**config.mk**
```make
export PLATFORM = sky130hd
export DESIGN_NAME = shift_reg_bank
export DESIGN_NICKNAME = d
export VERILOG_FILES = /design/src/rtl/shift_reg_bank.sv
export SDC_FILE = /design/constraint.sdc
export NUM_CORES = 1
export LEC_CHECK = 0
export BUFFER_PORTS_ARGS = -buffer_cell sky130_fd_sc_hd__clkbuf_2
export CORE_MARGIN = 5
export CORE_UTILIZATION = 55
export CTS_CLUSTER_DIAMETER = 50
export CTS_CLUSTER_SIZE = 28
export DETAILED_ROUTE_END_ITERATION = 8
export GPL_ROUTABILITY_DRIVEN = 0
export PLACE_DENSITY_LB_ADDON = 0.05
export SLEW_MARGIN = 0
export SYNTH_ARGS = -nofsm -noshare
export SYNTH_HDL_FRONTEND = slang
export SYNTH_SLANG_ARGS = --single-unit
```
**constraint.sdc**
```tcl
create_clock -name clk -period 2.56 [get_ports clk]
set_input_delay 0.512 -clock clk [delete_from_list [all_inputs] [get_ports clk]]
set_output_delay 0.512 -clock clk [all_outputs]
set_load 0.005 [all_outputs]
```
**src/rtl/shift_reg_bank.sv**
```systemverilog
// Multi-channel tap shift register for the convolution datapath.
// Each of C channels holds an N-tap line that shifts up, down or
// centre-outward one sample per accepted beat, with fill tracking
// that flags when the whole window holds fresh data.
module shift_reg_bank #(
  parameter int N = 11,
  parameter int B = 8,
  parameter int C = 3
) (
  input  logic                         clk,
  input  logic                         rstn,
  input  logic                         clr,
  input  logic [1:0]                   mode,
  input  logic [C-1:0]                 ch_en,
  input  logic                         in_valid,
  output logic                         in_ready,
  input  logic [C-1:0][B-1:0]          din,
  input  logic                         out_stall,
  output logic [C-1:0][N-1:0][B-1:0]   dout,
  output logic                         win_valid,
  output logic [$clog2(N+1)-1:0]       fill_cnt
);

  localparam int M  = N / 2;
  localparam int FW = $clog2(N + 1);

  typedef enum logic [1:0] {
    MODE_HOLD   = 2'b00,
    MODE_UP     = 2'b01,
    MODE_DOWN   = 2'b10,
    MODE_CENTRE = 2'b11
  } mode_t;

  localparam logic [FW:0]   TGT_LINEAR = (FW+1)'(N);
  localparam logic [FW:0]   TGT_CENTRE = (FW+1)'(N - M);
  localparam logic [FW-1:0] FILL_FULL  = FW'(N);

  // Saturating fill step: centre mode counts as full once the centre tap's
  // data has propagated to both edges (N-M beats), then reports N.
  function automatic logic [FW-1:0] fill_step(input logic [FW-1:0] base,
                                               input mode_t        md);
    logic [FW:0] inc;
    logic [FW:0] tgt;
    inc = {1'b0, base} + (FW+1)'(1);
    tgt = (md == MODE_CENTRE) ? TGT_CENTRE : TGT_LINEAR;
    if (inc >= tgt) fill_step = FILL_FULL;
    else            fill_step = inc[FW-1:0];
  endfunction

  mode_t                       mode_in;
  mode_t                       last_mode_p1;
  logic                        accept;
  logic [FW-1:0]               fill_nxt;
  logic [C-1:0][N-1:0][B-1:0]  taps_nxt;
  logic [C-1:0][N-1:0][B-1:0]  taps_p1;
  logic [FW-1:0]               fill_p1;
  logic                        win_vld_p1;

  assign mode_in  = mode_t'(mode);
  assign in_ready = ~(win_vld_p1 & out_stall);
  assign accept   = in_valid & in_ready & (mode_in != MODE_HOLD);

  // Next fill count: restart at one beat whenever the shift direction changes.
  always_comb begin
    fill_nxt = fill_step((mode_in == last_mode_p1) ? fill_p1 : '0, mode_in);
  end

  // Next tap contents per channel for the requested shift direction.
  always_comb begin
    taps_nxt = taps_p1;
    for (int c = 0; c < C; c++) begin
      if (ch_en[c]) begin
        case (mode_in)
          MODE_UP: begin
            taps_nxt[c][0] = din[c];
            for (int i = 1; i < N; i++) taps_nxt[c][i] = taps_p1[c][i-1];
          end
          MODE_DOWN: begin
            for (int i = 0; i < N-1; i++) taps_nxt[c][i] = taps_p1[c][i+1];
            taps_nxt[c][N-1] = din[c];
          end
          MODE_CENTRE: begin
            for (int i = 0; i < M; i++) taps_nxt[c][i] = taps_p1[c][i+1];
            taps_nxt[c][M] = din[c];
            for (int i = M+1; i < N; i++) taps_nxt[c][i] = taps_p1[c][i-1];
          end
          default: ;
        endcase
      end
    end
  end

  // ---- stage p1: tap registers ----
  // Tap storage: cleared by reset or clr, loaded on accepted beats.
  always_ff @(posedge clk or negedge rstn) begin
    if (!rstn)       taps_p1 <= '0;
    else if (clr)    taps_p1 <= '0;
    else if (accept) taps_p1 <= taps_nxt;
  end

  // Fill state, window flag and last direction; clr keeps the direction.
  always_ff @(posedge clk or negedge rstn) begin
    if (!rstn) begin
      fill_p1      <= '0;
      win_vld_p1   <= 1'b0;
      last_mode_p1 <= MODE_UP;
    end else if (clr) begin
      fill_p1    <= '0;
      win_vld_p1 <= 1'b0;
    end else if (accept) begin
      fill_p1      <= fill_nxt;
      win_vld_p1   <= (fill_nxt == FILL_FULL);
      last_mode_p1 <= mode_in;
    end
  end

  assign dout      = taps_p1;
  assign fill_cnt  = fill_p1;
  assign win_valid = win_vld_p1;

endmodule
```
Yosys cells after proc, flatten, opt, wreduce, memory -nomap -nowiden
Cells that the tools add are included.

Input port bits: 34. Output and inout bits: 270. Bits in registers: 271. Word-level logic and storage cells: 73.

Bitwise logic cells: 5. Equality and inequality tests: 5. Mux-type cells: 15. $lt $le $gt $ge: 1. Reductions and logical operators: 10. $add $sub $neg: 1.

Operators by type and width (count): 88-bit case mux with 3 select lines (3); 264-bit 2-to-1 mux (2); 88-bit 2-to-1 mux (3); 4-bit 2-to-1 mux (5); 2-bit nonzero test (5); 3-bit AND reduction (3); 4-bit by 1-bit adder with 5-bit output (second input constant) (1); 5-bit by 4-bit >= comparator with 1-bit output (1); 2-bit == test (second input constant) (2); 4-bit == test (second input constant) (1); 4-bit nonzero test (1); 1-bit bitwise AND (3); 2-bit by 1-bit == test with 1-bit output (second input constant) (1); 2-bit == test (1); 1-bit 2-to-1 mux (2); 1-bit inverter (2); 2-bit AND reduction (1).

Longest topological paths before layout
Gate-level depths: netlist of run 1.

Depth after elaboration: 8. Depth in mapped cells: 10. Gate-level depth less buffers: 9.

Least setup slack after synthesis of run 1
No wires, ideal clock.

Path kind: input port to flip-flop. From: in mode[0]. To: reg win_vld_p1 (netlist: win_valid). Setup time: 122 ps. Arrival time: 2390 ps. Path slack: 49 ps. Cell stages on the path: 10. Required time: 2438 ps. Buffers on the path: 1. Cell sequence: buf_4 > xnor2_1 > and3_1 > ha_1 > xnor2_2 > ha_1 > o2111ai_1 > and3_1 > o21ai_0 > a32o_1.

Longest elaborated chain between the ends: 8. Elaborated cells between the ends (all ways): 13. Classes of those cells: add/sub: 1; order compare: 1; eq/ne: 3; mux: 5; bitwise: 1; reduce/logical: 2.

RTL lines: start, declared (RTL line 13) `input logic [1:0] mode,`; 2-bit == test (RTL line 65) `fill_nxt = fill_step((mode_in == last_mode_p1) ? fill_p1 : '0, mode_in);`; 4-bit 2-to-1 mux (RTL line 65); 4-bit by 1-bit adder with 5-bit output (RTL line 44) `inc = {1'b0, base} + (FW+1)'(1);`; 5-bit by 4-bit >= comparator with 1-bit output (RTL line 46) `if (inc >= tgt) fill_step = FILL_FULL;`; 4-bit 2-to-1 mux (RTL line 46); 4-bit == test (RTL line 112) `win_vld_p1 <= (fill_nxt == FILL_FULL);`; 1-bit 2-to-1 mux (RTL line 110) `end else if (accept) begin`; 1-bit 2-to-1 mux (RTL line 107) `end else if (clr) begin`; end signal, assigned (RTL line 112); end, declared (RTL line 57) `logic win_vld_p1;`.

Several ways; a longest one is shown, not always the timed one. The select of a mux whose other input is x is not followed. A chain may end at the register's enable or synchronous reset.

Worst setup path after layout of run 1
From: reg last_mode_p1[0]. To: reg win_vld_p1 (netlist: win_valid).

Longest elaborated chain between the ends: 8.

RTL lines: start, declared (RTL line 51) `mode_t last_mode_p1;`; start signal, assigned (RTL line 113) `last_mode_p1 <= mode_in;`; 2-bit == test * (RTL line 65); 4-bit 2-to-1 mux * (RTL line 65); 4-bit by 1-bit adder with 5-bit output * (RTL line 44); 5-bit by 4-bit >= comparator with 1-bit output (RTL line 46); 4-bit 2-to-1 mux * (RTL line 46); 4-bit == test * (RTL line 112); 1-bit 2-to-1 mux * (RTL line 110); 1-bit 2-to-1 mux * (RTL line 107).

Mark *: on every way between the ends. The rest lies on a longest branch, timed or not. The select of a mux whose other input is x is not followed.

==> results of run 1 <==
## report_power, final
group	switching, mW	internal, mW
registers	0.270	4.51
logic	0.832	0.608
clock network	1.89	3.06
total	2.99	8.18
## kinds of logic (layout without fill, tap and decap cells)
| logic type | after synthesis | in the layout | share of synthesized area |
|---|---|---|---|
| xor+xnor | 4 | 4 | 0.00310 |
| buf+inv | 127 | 402 | 0.0491 |
| compound gates | 300 | 300 | 0.167 |
| flops | 271 | 271 | 0.495 |
| mux | 266 | 266 | 0.194 |
| fa+ha+maj | 4 | 4 | 0.00365 |
| simple gates | 313 | 313 | 0.0882 |
## layout by cell type (no fill, tap or decap), types with 17 or more instances in the layout
cell / n
clkbuf_16: 37
clkbuf_2: 300
nand2_1: 134
o31ai_1: 88
buf_12: 24
mux2i_1: 264
a211oi_1: 140
nor2_1: 163
a21oi_1: 17
a211oi_2: 20
dfrtp_1: 270
## synth_stat cells (all sizes together) (4+ instances only)
master	number
o21ai	10
mux2i	264
buf	71
a211oi	160
nor2	163
a21oi	20
o211ai	16
nand3	4
nand2	134
and3	4
dfrtp	270
ha	4
o31ai	88
clkbuf	53
## what timing repair did
action                                  CTS  global route
hold buffers                              0             0
endpoints found under the hold margin     0             0
gates resized for setup                   1             2
buffers inserted                          0             2
pin swaps                                 0             2
endpoints found under the setup margin    1             1
## layout make-up
type / count / area, µm² / share of cell area
Sequential cell: 271 / 6780 / 0.404
Clock buffer: 43 / 988 / 0.0589
Tap cell: 324 / 405 / 0.0241
Inverter: 3 / 11.3 / 0.000671
Clock inverter: 17 / 195 / 0.0116
Timing Repair Buffer: 339 / 2110 / 0.126
Multi-Input combinational cell: 887 / 6290 / 0.375
## registers in the layout, indices dropped and copies added (netlist names)
register	count
fill_cnt	4
win_valid	1
dout	264
last_mode_p1	2
## worst max-delay path, delay by kind of cell (launching register included)
kind | cells | cell delay (ps)
flops | 1 | 560
compound gates | 3 | 490
xor+xnor | 2 | 310
simple gates | 2 | 460
fa+ha+maj | 2 | 480
## layer usage
metal,share of wire,routed length (µm)
met2,0.47,17800
met1,0.45,17100
met5,0.00089,34
met3,0.064,2440
met4,0.018,682
## through the flow
step	hold slack (ps)	TNS, ps	cell area (µm²)
after floorplan	216	0	13700
after global placement	491	-164	15600
after detailed placement	495	-5320	15600
after CTS	3.81	0	16800
after global routing	28.3	0	16800
final	-0.563	0	16800
## final timing paths
kind	to	slack, ps	cells past startpoint
setup / recovery	win_valid	130	9
hold / removal	dout[162]	-0.6	1
setup reg to reg	win_valid	130	9
hold reg to reg	dout[90]	500	2
max in group asynchronous	dout[41]	1840	2
min in group clk	dout[7]	390	3
==> results.ini, run 1 <==
[floorplanning]
rows=57
die_h_um=168
pin_count=304
die_area_um2=28200
initial_core_util=0.560
die_w_um=168
core_um2=24500

[synthesis]
syn_nets=1323
synthTopCellsByArea=dfrtp_1 (49%), mux2i_1 (19%), a211oi_1 (7.7%)
syn_inst=1285
synth-main-ff-cell=dfrtp_1
ys_seq_elements=271
synth_area_leader_cell=dfrtp_1
synthDominantCellAreaShare=0.493
async_flop_share=1.00
yosysSeqAreaShare=0.495
synth_edf_count=0
syn_avg_cell_area_um2=10.7
syn-cell-area_um2=13700
ys_types=35
yosys_warnings=0

[layout]
fin_nets=1574
diodes=0
fillers=1883
utilization=0.686
drive_above_1_share=0.275
final_cell_count_no_fill=1884
area_growth_pct=22.5

[critical_path]
cp_cell_sequence=xnor2_2, and3_1, ha_2, xnor2_2, ha_1, o2111ai_1, and3_1, o21ai_0, a32o_1
worstPathArrival_ps=2810
critPathLaunch=last_mode_p1[0]
worstPathMaxFanout=5
cpPeakStageDelay_ps=560
cp.required_ps=2940
worstSetupEndpointType=flop
cp_slowest_cell=dfstp_2
start_kind=flop
r2r_start=last_mode_p1[0]
path_class=reg2reg

[pwr]
vdd_ir_drop_max_v=0.000424
power_density_nw_per_um2=665
power.total_mw=11.2
power_leakage_nw=8.43

[sta]
layout_setup_ws_ps=128
fmax_mhz=411
finalMaxSlewViolations=0
period_share=0.950
relSlewSlack=0.268
fin_hold_ws_ps=-0.563
worst_pin_slew_ps=1100
rsz0062_at_grt=no
finClkSkew_ps=16.4
setup_viol=0
finalCriticalPeriod_ps=2430
hold_viol_final=2

[grt]
grt_first_pass_wirelength_um=61100
grt_antenna_before_repair=2
top_usage_layer=met2
use_met2=0.409
grt_use_met3=0.0481
overflow=0
grt_pass1_vias=10700
grt.total_usage=0.262
grt_max_degree=121
gr-usage-met1=0.384

[worst_hold_path]
hold_path.class=in2async

[clocking]
cts_root_buf=clkbuf_16
cts_buffer_depth=3
cts_tree=done
numCtsBuffers=34
cts_sinks=271
cts_max_level=2
clk_latency_ps=500
path_clk_slew_ps=60

[outcome]
status=complete, but fails checks
violations=negative hold slack

[detailed_routing]
ant_nets=0
viasPerCell=5.88
firstDrtPassIters=5
drtIter0Drc=1045
drt_wl_total_um=38100
vias=11100
route.detailed.drc=0
wl_per_cell_um=20.2

[place]
pre_cts_ws_ps=-247
post-place-cells=1822
portBuffers=303
hpwl_um=26100

[job]
maxCapViolCount=0

No activity file was read; power rests on OpenSTA's default activity.
==> run 2, diff against run 1 <==
PLACE_DENSITY_LB_ADDON = 0.2   (was 0.05)
==> results.ini, run 2 (synthesis gave the netlist of run 1 again) <==
[job]
maxCapViolCount=0  ; unchanged

[place]
portBuffers=303  ; unchanged
pre_cts_ws_ps=-141  ; was -247 ps
post-place-cells=1818  ; was 1,822
hpwl_um=25400  ; was 26,100 µm

[critical_path]
r2r_start=last_mode_p1[0]  ; unchanged
cp.required_ps=2950  ; was 2940 ps
cp_cell_sequence=xnor2_1, and3_1, ha_1, xnor2_2, ha_1, o2111ai_1, and3_4, o21ai_0, a32o_1  ; was xnor2_2, and3_1, ha_2, xnor2_2, ha_1, o2111ai_1, and3_1, o21ai_0, a32o_1
start_kind=flop  ; unchanged
worst-path-buf-inv=0  ; unchanged
crit_top_cell=ha_1
worst_path_dominant_cell_family=flip-flops  ; unchanged
r2r_end=win_valid  ; unchanged
worstPathArrival_ps=2830  ; was 2810 ps
worstPathMaxFanout=3  ; was 5
cp_slowest_cell=dfstp_2  ; unchanged
reg2reg_slack_ps=110  ; was 130 ps
ff2ff_path_depth=9  ; unchanged
critPathLaunch=last_mode_p1[0]  ; unchanged
path_class=reg2reg  ; unchanged
cpPeakStageDelay_ps=550  ; was 560 ps
worstSetupEndpointType=flop  ; unchanged

[floorplanning]
die_h_um=168  ; unchanged
core_um2=24500  ; unchanged
die_w_um=168  ; unchanged
rows=57  ; unchanged
die_area_um2=28200  ; unchanged
initial_core_util=0.560  ; unchanged
pin_count=304  ; unchanged

[outcome]
status=finished, final reports clean  ; was complete, but fails checks

[worst_hold_path]
hold_path_end=dout[7]
hold_depth=3
hold_path.class=in2reg  ; was in2async
min_from=din[7]

[sta]
layout_setup_ws_ps=113  ; was 128 ps
rsz0062_at_grt=no  ; unchanged
setup_viol=0  ; unchanged
period_share=0.956  ; was 0.950
hold_viol_final=0  ; was 2
worst_pin_slew_ps=858  ; was 1100 ps
relSlewSlack=0.428  ; was 0.268
finalCriticalPeriod_ps=2450  ; was 2430 ps
fmax_mhz=409  ; was 411 MHz
finalMaxSlewViolations=0  ; unchanged
finClkSkew_ps=10.3  ; was 16.4 ps

[pwr]
power_leakage_nw=8.35  ; was 8.43 nW
vdd_ir_drop_max_v=0.000546  ; was 0.000424 V
power_density_nw_per_um2=653  ; was 665 nW/µm²
power.total_mw=10.8  ; was 11.2 mW

[clocking]
numCtsBuffers=35  ; was 34
cts_root_buf=clkbuf_16  ; unchanged
post_cts_buffers=0  ; unchanged
clk_latency_ps=500  ; about the same
path_clk_slew_ps=60  ; about the same
cts_max_level=2  ; unchanged
cts_sinks=271  ; unchanged
cts_buffer_depth=3  ; unchanged
cts_tree=done  ; unchanged

[layout]
fin_nets=1570  ; was 1,574
layout_common_cells=clkbuf_2 (300), dfrtp_1 (270), mux2i_1 (264), nor2_1 (163), a211oi_1 (140)  ; unchanged
drive_above_1_share=0.271  ; was 0.275
fillers=1912  ; was 1,883
final_cell_count_no_fill=1880  ; was 1,884
regArea_um2=6780  ; unchanged
area_growth_pct=20.9  ; was 22.5%
mostFrequentLayoutCell=clkbuf_2  ; unchanged
diodes=0  ; unchanged
largest_register_ffs=264  ; unchanged
multi_input_area_um2=6290  ; about the same

[detailed_routing]
ant_nets=0  ; unchanged
vias=11100  ; about the same
drt_wl_total_um=37600  ; was 38,100 µm
route.detailed.drc=0  ; unchanged
firstDrtPassIters=5  ; unchanged
viasPerCell=5.89  ; was 5.88
drtIter0Drc=1145  ; was 1,045
wl_per_cell_um=20.0  ; was 20.2 µm

[grt]
top_usage_layer=met2  ; unchanged
grt.total_usage=0.260  ; was 0.262
grt_pass1_vias=10700  ; about the same
gr-usage-met1=0.383  ; was 0.384
grt_antenna_before_repair=0  ; was 2
grt_first_pass_wirelength_um=60600  ; was 61,100 µm
overflow=0  ; unchanged
use_met2=0.394  ; was 0.409
grt_use_met3=0.0492  ; was 0.0481
grt_max_degree=125  ; was 121

## run 2: worst max path at each step
stage,to,slack [ps],cells after the start
finish,win_valid,110,9
global route,win_valid,20,9
CTS,win_valid,80,9
detailed placement,win_valid,-140,10
global placement,win_valid,20,10
floorplan,win_valid,50,10
## run 2: per-stage QoR
step	hold WS (ps)	util	TNS [ps]	area, µm²
finish	383	0.678	0	16600
global route	394	0.678	0	16600
CTS	359	0.677	0	16600
detailed placement	442	0.631	-141	15400
global placement	436	0.631	0	15400
floorplan	216	-	0	13700
## run 2: what timing repair did
item / 4_1_cts / 5_1_grt
endpoints found under the setup margin: 0 / 1
hold endpoints to repair: 42 / 0
hold buffers: 1 / 0
resized for setup: 0 / 3
## run 2: where the power goes
part / total, mW / switching, mW / internal [mW] / leakage (nW)
Combinational: 1.41 / 0.827 / 0.584 / 4.13
Sequential: 4.78 / 0.269 / 4.51 / 3.68
Clock: 4.63 / 1.87 / 2.76 / 0.540
Total: 10.8 / 2.96 / 7.85 / 8.35
## run 2: final cells by class
| class | instances | area share |
|---|---|---|
| Tap cell | 324 | 0.0245 |
| Clock buffer | 45 | 0.0601 |
| Timing Repair Buffer | 334 | 0.119 |
| Sequential cell | 271 | 0.409 |
| Multi-Input combinational cell | 887 | 0.380 |
| Clock inverter | 16 | 0.00627 |
| Inverter | 3 | 0.000679 |
## run 2: worst register-to-register path: cells and delay by family, from the launching register on
| kind | cells | cell delay [ps] |
|---|---|---|
| simple gates | 2 | 480 |
| flops | 1 | 550 |
| fa+ha+maj | 2 | 510 |
| xor+xnor | 2 | 300 |
| compound gates | 3 | 490 |
## run 2: per-layer routing
metal  vias to the layer above  share of wire
met5                         -              0
met4                         0          0.028
met3                        69          0.075
met2                       405           0.46
met1                      5415           0.44
li1                       5192              -
